--- src/rtl/layer_generator.sv ---
// rtl/layer_generator.sv - pseudo-random block-layer producer, every layer reachable from the previous one
// Layer vectors are [6:0] with bit 6 = position 0 (leftmost).
module layer_generator #(
   parameter int unsigned NUM_LAYERS = 5,
   parameter int unsigned LOAD_GAP   = 4,
   parameter int unsigned MAX_TRIES  = 15,
   parameter int unsigned MIN_BLOCKS = 2,
   parameter logic [15:0] SEED       = 16'hACE1,
   parameter logic [6:0]  START_MAP  = 7'b0001000
) (
   input  logic       clk,
   input  logic       rst,
   input  logic       module_en,
   input  logic       jump_left,
   input  logic       jump_right,
   output logic [6:0] layer_map_out,
   output logic [6:0] block_type_out,
   output logic [6:0] bonus_map_out,
   output logic       load_layer,
   output logic       layer_ready
);

   localparam int TW = $clog2(MAX_TRIES + 2);
   localparam int FW = $clog2(NUM_LAYERS + 2);
   localparam int GW = $clog2(LOAD_GAP + 2);

   typedef enum logic [2:0] {IDLE, FILL_GEN, FILL_GAP, READY, GEN} state_e;

   state_e        state_q, state_d;
   logic [15:0]   lfsr_q, lfsr_d;
   logic [6:0]    map_q, map_d;
   logic [6:0]    type_q, type_d;
   logic [6:0]    bonus_q, bonus_d;
   logic [6:0]    prev_q, prev_d;
   logic          load_q, load_d;
   logic [TW-1:0] tries_q, tries_d;
   logic [FW-1:0] fill_q, fill_d;
   logic [GW-1:0] gap_q, gap_d;

   logic [6:0]    cand_map, cand_type, cand_bonus, reach;
   int unsigned   cand_cnt;
   logic          cand_ok, fallback, accept;

   function automatic int unsigned popcount7(input logic [6:0] v);
      int unsigned n;
      n = 0;
      for (int i = 0; i < 7; i++)
         if (v[i]) n++;
      return n;
   endfunction

   always_comb begin
      cand_map  = lfsr_q[6:0];
      cand_type = lfsr_q[13:7] & cand_map;
      reach     = prev_q | (prev_q << 1) | (prev_q >> 1);
      cand_cnt  = popcount7(cand_map);
      cand_ok   = (cand_cnt >= MIN_BLOCKS) && (cand_cnt <= 6) &&
                  (|cand_type) && (|(cand_type & reach));
      cand_bonus = '0;
      // ascending scan: the highest (leftmost) solid bit is the last one written
      if (lfsr_q[15:14] == 2'b11) begin
         for (int i = 0; i < 7; i++)
            if (cand_type[i]) cand_bonus = 7'(1) << i;
      end
      fallback = (tries_q == TW'(MAX_TRIES));
      accept   = cand_ok || fallback;
   end

   always_ff @(posedge clk) begin
      if (rst) begin
         state_q <= IDLE;
         lfsr_q  <= SEED;
         map_q   <= '0;
         type_q  <= '0;
         bonus_q <= '0;
         prev_q  <= START_MAP;
         load_q  <= 1'b0;
         tries_q <= '0;
         fill_q  <= '0;
         gap_q   <= '0;
      end else begin
         state_q <= state_d;
         lfsr_q  <= lfsr_d;
         map_q   <= map_d;
         type_q  <= type_d;
         bonus_q <= bonus_d;
         prev_q  <= prev_d;
         load_q  <= load_d;
         tries_q <= tries_d;
         fill_q  <= fill_d;
         gap_q   <= gap_d;
      end
   end

   always_comb begin
      state_d = state_q;
      lfsr_d  = lfsr_q;
      map_d   = map_q;
      type_d  = type_q;
      bonus_d = bonus_q;
      prev_d  = prev_q;
      load_d  = 1'b0;
      tries_d = tries_q;
      fill_d  = fill_q;
      gap_d   = gap_q;
      case (state_q)
         IDLE: begin
            map_d   = '0;
            type_d  = '0;
            bonus_d = '0;
            prev_d  = START_MAP;
            tries_d = '0;
            fill_d  = '0;
            gap_d   = '0;
            if (module_en) state_d = FILL_GEN;
         end
         FILL_GEN, GEN: begin
            lfsr_d = {lfsr_q[0] ^ lfsr_q[2] ^ lfsr_q[3] ^ lfsr_q[5], lfsr_q[15:1]};
            if (accept) begin
               map_d   = fallback ? prev_q : cand_map;
               type_d  = fallback ? prev_q : cand_type;
               bonus_d = fallback ? 7'd0 : cand_bonus;
               prev_d  = fallback ? prev_q : cand_type;
               tries_d = '0;
               if (state_q == FILL_GEN) begin
                  fill_d  = fill_q + FW'(1);
                  load_d  = (fill_q != FW'(NUM_LAYERS));
                  gap_d   = '0;
                  state_d = FILL_GAP;
               end else begin
                  state_d = READY;
               end
            end else begin
               tries_d = tries_q + TW'(1);
            end
         end
         FILL_GAP: begin
            gap_d = gap_q + GW'(1);
            // the layer after the last loaded one is produced in GEN so it is never pulsed
            if (gap_q == GW'(LOAD_GAP - 1)) begin
               gap_d   = '0;
               state_d = (fill_q < FW'(NUM_LAYERS)) ? FILL_GEN : GEN;
            end
         end
         READY: begin
            if (jump_left || jump_right) state_d = GEN;
         end
         default: state_d = IDLE;
      endcase
      if (!module_en) begin
         state_d = IDLE;
         lfsr_d  = lfsr_q;
         map_d   = '0;
         type_d  = '0;
         bonus_d = '0;
         prev_d  = START_MAP;
         load_d  = 1'b0;
         tries_d = '0;
         fill_d  = '0;
         gap_d   = '0;
      end
   end

   always_comb begin
      layer_ready = (state_q == READY);
   end

   assign layer_map_out  = map_q;
   assign block_type_out = type_q;
   assign bonus_map_out  = bonus_q;
   assign load_layer     = load_q;

endmodule
--- config.mk ---
export PLATFORM = sky130hd
export DESIGN_NAME = layer_generator
export DESIGN_NICKNAME = d
export VERILOG_FILES = /design/src/rtl/layer_generator.sv
export SDC_FILE = /design/constraint.sdc
export NUM_CORES = 1
export LEC_CHECK = 0
export BUFFER_PORTS_ARGS = -buffer_cell sky130_fd_sc_hd__buf_4
export CELL_PAD_IN_SITES_DETAIL_PLACEMENT = 2
export CELL_PAD_IN_SITES_GLOBAL_PLACEMENT = 2
export CORE_ASPECT_RATIO = 0.6
export CORE_UTILIZATION = 39
export CTS_BUF_LIST = sky130_fd_sc_hd__clkbuf_4 sky130_fd_sc_hd__clkbuf_8 sky130_fd_sc_hd__clkbuf_16
export CTS_CLUSTER_SIZE = 28
export DETAILED_ROUTE_END_ITERATION = 10
export PLACE_DENSITY_LB_ADDON = 0.15
export SETUP_SLACK_MARGIN = 0.3
export SLEW_MARGIN = 20
export SYNTH_ARGS = -nofsm -noshare
export SYNTH_HDL_FRONTEND = slang
export SYNTH_SLANG_ARGS = --single-unit
--- constraint.sdc ---
create_clock -name clk -period 9.4 [get_ports clk]
set_input_delay 1.41 -clock clk [delete_from_list [all_inputs] [get_ports clk]]
set_output_delay 1.41 -clock clk [all_outputs]
set_load 0.005 [all_outputs]
== After elaboration in Yosys (flattened, before gate mapping) ==
Index checks and enable logic that the tools add are counted.
Cells by class
  mux-type cells: 40
  $lt $le $gt $ge: 3
  equality and inequality tests: 12
  add/subtract/negate cells: 9
  reductions and logical operators: 18
  bitwise logic cells: 11
Operators by type and width (number)
  $mux W32: 6
  $add A32 B1 Y32 const B: 5
  $mux W7: 13
  $pmux W7 S2: 4
  $ge A32 B2 Y1 const B: 1
  $le A32 B3 Y1 const B: 1
  $mux W3: 9
  $and A7 B7 Y7: 2
  $reduce_or A7 Y1: 2
  $pmux W3 S4: 1
  $pmux W5 S2: 1
  $eq A3 B2 Y1 const B: 3
  $pmux W3 S3: 1
  $reduce_and A3 Y1: 3
  $or A7 B6 Y7: 1
  $or A7 B7 Y7: 1
  $add A3 B1 Y3 const B: 2
  $ne A2 B2 Y1 const B: 3
  $pmux W3 S2: 1
  $add A5 B1 Y5 const B: 1
  $eq A5 B4 Y1 const B: 1
  $mux W5: 1
  $reduce_or A5 Y1: 1
  $not A1 Y1: 4
  16 further kinds: 25
Storage, ports and cells
  logic and storage cells: 103
  output and inout port bits: 23
  register bits after elaboration: 59
  input port bits: 5

== Depth between registers and ports, before layout ==
Gate-level depths: netlist of the first run.
  depth after elaboration: 20
  depth in mapped cells: 20

== Worst setup path after synthesis of the first run ==
Ideal clock, no wire load.
  kind: flip-flop to flip-flop
  start point: reg lfsr_q[0]
  end point: reg fill_q[1]
  buffers on the path: 1
  slack: 4.929 ns
  library setup time: 0.097 ns
  period minus slack after synthesis: 4.471 ns
  data arrival time: 4.374 ns
  cell stages (with the launch flop): 21
  cells stage by stage: dfxtp_1 > inv_1 > ha_1 > nand2b_1 > mux2_1 > and2_1 > ha_1 > mux2_2 > ha_1 > nand2_1 > nand2_1 > a31oi_1 > inv_1 > ha_1 > xnor3_1 > mux2i_1 > and2_2 > a211oi_2 > or2_1 > buf_4 > o41ai_4
On the way
  word-level cells in the longest chain between the ends: 20
  elaborated cells between the ends (all ways): 25
  those cells by class: add/sub: 6; order compare: 2; eq/ne: 1; mux: 7; bitwise: 2; reduce/logical: 7
Ends and longest elaborated chain
  start, declared: RTL line 30  | logic [15:0] lfsr_q, lfsr_d;
  start signal, assigned: RTL line 83  | lfsr_q <= lfsr_d;
  $mux W1: RTL line 48  | if (v[i]) n++;
  $add A1 B1 Y2: RTL line 48
  $mux W32: RTL line 48
  $add A32 B1 Y32: RTL line 48
  $mux W32: RTL line 48
  $add A32 B1 Y32: RTL line 48
  $mux W32: RTL line 48
  $add A32 B1 Y32: RTL line 48
  (+3 left out)
  $add A32 B1 Y32: RTL line 48
  $mux W32: RTL line 48
  $ge A32 B2 Y1 or $le A32 B3 Y1 (tied branches): RTL line 57  | cand_ok = (cand_cnt >= MIN_BLOCKS) && (cand_cnt <= 6) &&
  $logic_and A1 B1 Y1 (2 in series): RTL line 57
  $logic_and A1 B1 Y1 *: RTL line 58  | (|cand_type) && (|(cand_type & reach));
  $logic_or A1 B1 Y1 *: RTL line 66  | accept = cand_ok || fallback;
  $ne A2 B2 Y1 (no source line) *
  $reduce_and A3 Y1 (no source line) *
  end signal, assigned: RTL line 90  | fill_q <= fill_d;
  end, declared: RTL line 37  | logic [FW-1:0] fill_q, fill_d;
Mark *: on every way between the ends. The rest lies on a longest branch, timed or not.
A chain may end at the register's enable or synchronous reset.

== Worst setup path after layout of the first run ==
  start point: reg lfsr_q[0]
  end point: reg map_q[3] (netlist: layer_map_out[3])
On the way
  word-level cells in the longest chain between the ends: 20
  elaborated cells between the ends (all ways): 25
  those cells by class: add/sub: 6; order compare: 2; eq/ne: 1; mux: 7; bitwise: 2; reduce/logical: 7
Ends and longest elaborated chain
  $mux W1: RTL line 48
  $add A1 B1 Y2: RTL line 48
  $mux W32: RTL line 48
  $add A32 B1 Y32: RTL line 48
  $mux W32: RTL line 48
  $add A32 B1 Y32: RTL line 48
  $mux W32: RTL line 48
  $add A32 B1 Y32: RTL line 48
  (+3 left out)
  $add A32 B1 Y32: RTL line 48
  $mux W32: RTL line 48
  $ge A32 B2 Y1 or $le A32 B3 Y1 (tied branches): RTL line 57
  $logic_and A1 B1 Y1 (2 in series): RTL line 57
  $logic_and A1 B1 Y1 *: RTL line 58
  $logic_or A1 B1 Y1 *: RTL line 66
  $ne A2 B2 Y1 (no source line) *
  $reduce_and A2 Y1 (no source line) *
  end signal, assigned: RTL line 84  | map_q <= map_d;
  end, declared: RTL line 31  | logic [6:0] map_q, map_d;
Marks and branches as above.

==> reports/results.ini, run 1 <==
[run_status]
outcome=finished, final reports clean

[yosys]
synth_area_um2=3040
ys_seq_area_share_pct=35.0
synth_top_family_by_area=simple AND/OR/NAND/NOR gates
synthAdderAreaFrac_pct=4.95
synth-compound-area-share_pct=20.8
muxShareOfSynthArea_pct=5.07
ys_async_sr_fraction_pct=0
ys_ff_latch=53
syn-num-nets=370
avgSynthCellArea_um2=8.60
synth_ff_type=dfxtp_1
postSynthCellCount=353
synth.distinct_cells=59
synthSimpleGateAreaFrac_pct=24.7
synth_edf_count=0
synthXorXnorAreaFrac_pct=4.16
yosysWarnings=0

[place]
numPortBuffers=27
gp_routability_congestion=0.792
dp_hpwl_um=6980

[power_and_ir_drop]
p_per_area_nw_per_um2=141
vdd_drop_max_mv=0.0738
leakage_nw=1.32

[detailed_routing]
drc_errors=0
via_per_inst=5.77
firstDrtPassIters=4
wl_met1_um=5120
routed-wl-met3_um=237
top_layer_used=met4
totalWireLength_um=9580
ant_nets=0
wl_met2_um=4210
wl_per_cell_um=20.5
drt_iter0_drc=129
via_count=2701

[floorplanning]
initial_core_util_pct=41.1
dieHeight_um=70.3
num_rows=24
core_area_um2=7390
die-area_um2=8150
pin_count=28
die-width_um=116

[timing]
rsz0062_at_grt=false
slew_headroom_pct=51.1
tightestPinTransition_ns=0.715
setup_viol=0
finalSetupTns_ns=0
maxSlewViolCount=0
whs_ns=0.468
report.final.hold_viol_count=0
fin_worst_skew_ns=0.00752
max_freq_mhz=193
fin_crit_sh_pct=55.0
post-route-min-period_ns=5.17

[global_routing]
grt_overflow=0
grt_max_degree=26
grt_usage_pct=24.8
grt_pass1_wl_um=15600
antenna_found_initial=0
grt_pass1_vias=2837

[cts]
cts-root-buf=clkbuf_16
worstSkewPairLatency_ns=0.29
cts_hold_buffers=0
htree_levels=2
numCtsBuffers=5
cts_setup_buffers=0
path_clk_slew_ns=0.07
clock_sinks=53
cts_buffer_depth=2
cts_tree=done
cts_resized=0

[layout]
n_antenna_cell=0
multi_input_area_um2=1810
nets=380
register_area_um2=1060
fill_cells=849
final_common_cell=nand2_1
layout_common_cells=59 x nand2_1, 53 x dfxtp_1, 29 x buf_4
syn2layout_area_growth_pct=11.9
drive_above_1_share_pct=14.0

[job]
drv_cap=0

[worst_setup_path]
path_class=reg2reg
crit_path_end_kind=flop
cp_top_family=adder cells
worst-path-buf-inv=2
cp_common_cell=ha_1
startpoint_type=flop
cp_slowest_stage_delay_ns=0.46
path_cells=inv_1 -> ha_1 -> nand2b_1 -> mux2_1 -> and2_1 -> ha_1 -> mux2_2 -> ha_1 -> nand2_1 -> nand2_1 -> a31oi_1 -> inv_1 -> ha_1 -> xnor3_1 -> mux2i_1 -> and2_2 -> a211oi_2 -> or2_1 -> o2bb2ai_1
critPathMaxFanout=9
cp.required_ns=9.55
arrival_ns=5.32
worstSetupStartpoint=lfsr_q[0]$_SDFFE_PP1P_
r2r-start=lfsr_q[0]$_SDFFE_PP1P_
crit_path_top_delay_cell=dfxtp_1

[hold_path]
min_path_type=reg2reg
min-delay-start=gap_q[2]$_SDFFE_PP0P_

[registers in the layout, indices dropped and copies added, names as in the netlist]
| register | count |
|---|---|
| layer_map_out | 7 |
| prev_q | 1 |
| fill_q | 3 |
| state_q | 3 |
| gap_q | 3 |
| lfsr_q | 16 |
| block_type_out | 7 |
| tries_q | 5 |
| load_layer | 1 |
| bonus_map_out | 7 |
[routing by layer]
layer	vias up	track usage, %
met1	1362	37.2
met3	2	3.99
met5	-	0
met2	40	37.8
met4	0	3.42
li1	1297	-
[path summary, 6_finish.rpt]
kind / to / slack (ns) / depth (start not counted)
hold / removal: gap_q[2]$_SDFFE_PP0P_ / 0.47 / 2
setup / recovery: layer_map_out[3]$_SDFFE_PP0P_ / 4.23 / 19
setup reg to reg: layer_map_out[3]$_SDFFE_PP0P_ / 4.23 / 19
hold reg to reg: gap_q[2]$_SDFFE_PP0P_ / 0.47 / 2
[worst reg2reg max path: stages (launching register included)]
cell and delay, ns:
dfxtp_1 0.46, inv_1 0.15, ha_1 0.43, nand2b_1 0.19, mux2_1 0.32, and2_1 0.16
ha_1 0.34, mux2_2 0.28, ha_1 0.29, nand2_1 0.07, nand2_1 0.06, a31oi_1 0.27
inv_1 0.08, ha_1 0.21, xnor3_1 0.36, mux2i_1 0.15, and2_2 0.21, a211oi_2 0.39
or2_1 0.43, o2bb2ai_1 0.17
[stage by stage]
stage | setup slack [ns] | total power [mW] | area, µm² | instances | utilization (%)
floorplan | 4.93 | 0.282 | 3040 | 353 | -
global placement | 4.46 | 0.296 | 3250 | 460 | 44.0
detailed placement | 4.25 | 0.298 | 3250 | 460 | 44.0
CTS | 4.19 | 0.483 | 3400 | 468 | 46.0
global route | 3.85 | 0.498 | 3400 | 468 | 46.0
finish | 4.23 | 0.479 | 3400 | 468 | 46.0
[layout make-up]
cell class              count  share of cell area, %
multi-input cells         266                   53.3
flip-flops and latches     53                   31.2
repair buffers             29                   6.41
clock buffers               6                   3.90
well taps                 104                   3.83
inverters                   8                  0.884
clock inverters             2                  0.442
[kinds of logic (layout without fill, tap and decap cells)]
kind of cell / count (synthesis) / after routing
muxes: 15 / 15
and+or+nand+nor: 143 / 143
xor gates and xnor gates: 11 / 11
buffers and inverters: 34 / 45
AOI/OAI and AO/OA: 85 / 85
DFF: 53 / 53
adders and majority gates: 12 / 12
[cells in the mapped netlist, types with 5 or more instances]
| cell | instances | area share (%) |
|---|---|---|
| a21o_1 | 6 | 1.5 |
| a21oi_1 | 22 | 3.6 |
| and3_1 | 7 | 1.4 |
| buf_4 | 9 | 2.2 |
| clkbuf_1 | 13 | 1.6 |
| dfxtp_1 | 53 | 35 |
| ha_1 | 12 | 4.9 |
| inv_1 | 8 | 0.99 |
| mux2i_1 | 12 | 4.0 |
| nand2_1 | 59 | 7.3 |
| nand3_1 | 10 | 1.6 |
| nand3b_1 | 9 | 2.2 |
| nand4_1 | 5 | 1.0 |
| nand4b_1 | 5 | 1.4 |
| nor2_1 | 14 | 1.7 |
| nor3_1 | 11 | 1.8 |
| o21ai_0 | 11 | 1.8 |
| o2bb2ai_1 | 8 | 2.3 |
| xnor2_1 | 5 | 1.4 |
[power breakdown]
| group | total [mW] | internal (mW) | switching (mW) | leakage [nW] |
|---|---|---|---|---|
| clock | 0.186 | 0.102 | 0.0839 | 0.0665 |
| sequential | 0.238 | 0.229 | 0.00963 | 0.429 |
| combinational | 0.0547 | 0.0217 | 0.0330 | 0.824 |
| total | 0.479 | 0.352 | 0.127 | 1.32 |
(Power assumes the default switching activity.)
==> run 2: changes to the inputs <==
--- a/config.mk
+++ b/config.mk
@@ -9,7 +9,7 @@
 export CELL_PAD_IN_SITES_DETAIL_PLACEMENT = 2
 export CELL_PAD_IN_SITES_GLOBAL_PLACEMENT = 2
 export CORE_ASPECT_RATIO = 0.6
-export CORE_UTILIZATION = 39
+export CORE_UTILIZATION = 33
 export CTS_BUF_LIST = sky130_fd_sc_hd__clkbuf_4 sky130_fd_sc_hd__clkbuf_8 sky130_fd_sc_hd__clkbuf_16
 export CTS_CLUSTER_SIZE = 28
 export DETAILED_ROUTE_END_ITERATION = 10
==> constraint.sdc (replaced) <==
create_clock -name clk -period 4.2 [get_ports clk]
set_input_delay 0.63 -clock clk [delete_from_list [all_inputs] [get_ports clk]]
set_output_delay 0.63 -clock clk [all_outputs]
set_load 0.005 [all_outputs]
==> reports/results.ini, run 2 (synthesis results as in run 1) <==
[power_and_ir_drop]
vdd_drop_max_mv=0.186
p_total_mw=1.23
p_per_area_nw_per_um2=310
leakage_nw=1.54

[place]
place_area_um2=3390
dp_cells=476
numPortBuffers=27
pre_cts_slack_ns=-0.0358
dp_hpwl_um=7450
gp_routability_congestion=0.849

[layout]
n_antenna_cell=0
final_common_cell=nand2_1
fin_cells=505
syn2layout_area_growth_pct=30.6
design_area_um2=3960
top_register=lfsr_q
layout_common_cells=55 x nand2_1, 49 x dfxtp_1, 49 x buf_4
nets=409
largest_register_ffs=16
fill_cells=925
post-route-util_pct=45.5
drive_above_1_share_pct=30.3

[hold_path]
min_to=bonus_map_out[1]$_SDFFE_PP0P_
min-delay-start=bonus_map_out[1]$_SDFFE_PP0P_
min_path_type=reg2reg
hold_depth=2

[worst_setup_path]
startpoint_type=flop
reg2reg_slack_ns=0.14
crit_path_end_kind=flop
arrival_ns=4.26
critPathMaxFanout=6
worst_r2r_path_depth=19
reg2reg_to=block_type_out[5]$_SDFFE_PP0P_
path_class=reg2reg
r2r-start=lfsr_q[0]$_SDFFE_PP1P_
cp.required_ns=4.40

[timing]
max_freq_mhz=246
fin_ws_ns=0.136
rsz0062_at_grt=true
setup_viol=0
tightestPinTransition_ns=1.00
post-route-min-period_ns=4.06
fin_worst_skew_ns=0.00311
finalSetupTns_ns=0
maxSlewViolCount=0
report.final.hold_viol_count=0
slew_headroom_pct=33.3
whs_ns=0.468
fin_crit_sh_pct=96.8

[detailed_routing]
drt_iter0_drc=156
ant_nets=0
drc_errors=0
totalWireLength_um=11100
via_count=2886
via_per_inst=5.71
firstDrtPassIters=4
wl_per_cell_um=22.0

[cts]
clock_sinks=53
worstSkewPairLatency_ns=0.30
cts_tree=done
cts_buffer_depth=2
cts_hold_buffers=0
numCtsBuffers=5
htree_levels=2
path_clk_slew_ns=0.07
cts-root-buf=clkbuf_16

[global_routing]
grt_max_degree=22
grt_overflow=0
met3_usage_pct=4.42
grt-busiest-layer=met2
grt_use_met2_pct=37.2
antenna_found_initial=0
grt_pass1_vias=3113
grt_pass1_wl_um=17600
gr-usage-met1_pct=34.6
grt_usage_pct=23.8

[floorplanning]
initial_core_util_pct=34.8
die-width_um=126
core_area_um2=8720
pin_count=28
dieHeight_um=76.3
die-area_um2=9600
num_rows=26

[run_status]
outcome=finished, final reports clean

[job]
drv_cap=0

-- run 2: how the worst max path moves through the flow --
stage	startpoint	to	cells past startpoint
final	lfsr_q[0]$_SDFFE_PP1P_	block_type_out[5]$_SDFFE_PP0P_	19
after global routing	lfsr_q[0]$_SDFFE_PP1P_	bonus_map_out[1]$_SDFFE_PP0P_	20
after CTS	lfsr_q[0]$_SDFFE_PP1P_	bonus_map_out[3]$_SDFFE_PP0P_	21
after detailed placement	lfsr_q[0]$_SDFFE_PP1P_	layer_map_out[0]$_SDFFE_PP0P_	19
after global placement	lfsr_q[0]$_SDFFE_PP1P_	layer_map_out[0]$_SDFFE_PP0P_	19
after floorplan	lfsr_q[0]$_SDFFE_PP1P_	fill_q[1]$_SDFFE_PP0P_	20
-- run 2: timing repair --
action	4_1_cts	5_1_grt
pin swaps	9	15
gates resized for setup	28	25
cloned	2	0
setup buffers	12	7
setup endpoints to repair	37	35
-- run 2: critical path: stages (launching register included) --
cell and delay (ns):
dfxtp_4 0.38, ha_2 0.22, mux2i_2 0.17, mux2_4 0.33, and2_4 0.16, ha_4 0.21, mux2_4 0.27, ha_4 0.21
nand2_2 0.06, nand2_2 0.07, a31oi_4 0.16, inv_2 0.07, ha_4 0.16, xnor3_1 0.24, mux2i_2 0.30, nand3_2 0.15
o21ai_4 0.31, buf_6 0.15, a21oi_4 0.07, a32o_1 0.25
-- run 2: metal layers --
metal  vias to the layer above  part of all wire, %
met1                      1467                   51
met3                         9                  3.7
met4                         0                 0.68
li1                       1357                    -
met5                         -                    0
met2                        53                   45
-- run 2: power by group --
part	internal, mW	total [mW]	switching, mW
clock	0.283	0.493	0.210
sequential	0.511	0.529	0.0179
combinational	0.0929	0.205	0.112
total	0.887	1.23	0.340
-- run 2: area by class of cell --
cell class / instances / area, µm² / share of cell area, %
inverters: 8 / 37.5 / 0.947
clock inverters: 3 / 43.8 / 1.10
repair buffers: 57 / 483 / 12.2
multi-input cells: 267 / 2060 / 52.1
clock buffers: 5 / 125 / 3.16
flip-flops and latches: 53 / 1070 / 27.0
well taps: 112 / 140 / 3.54
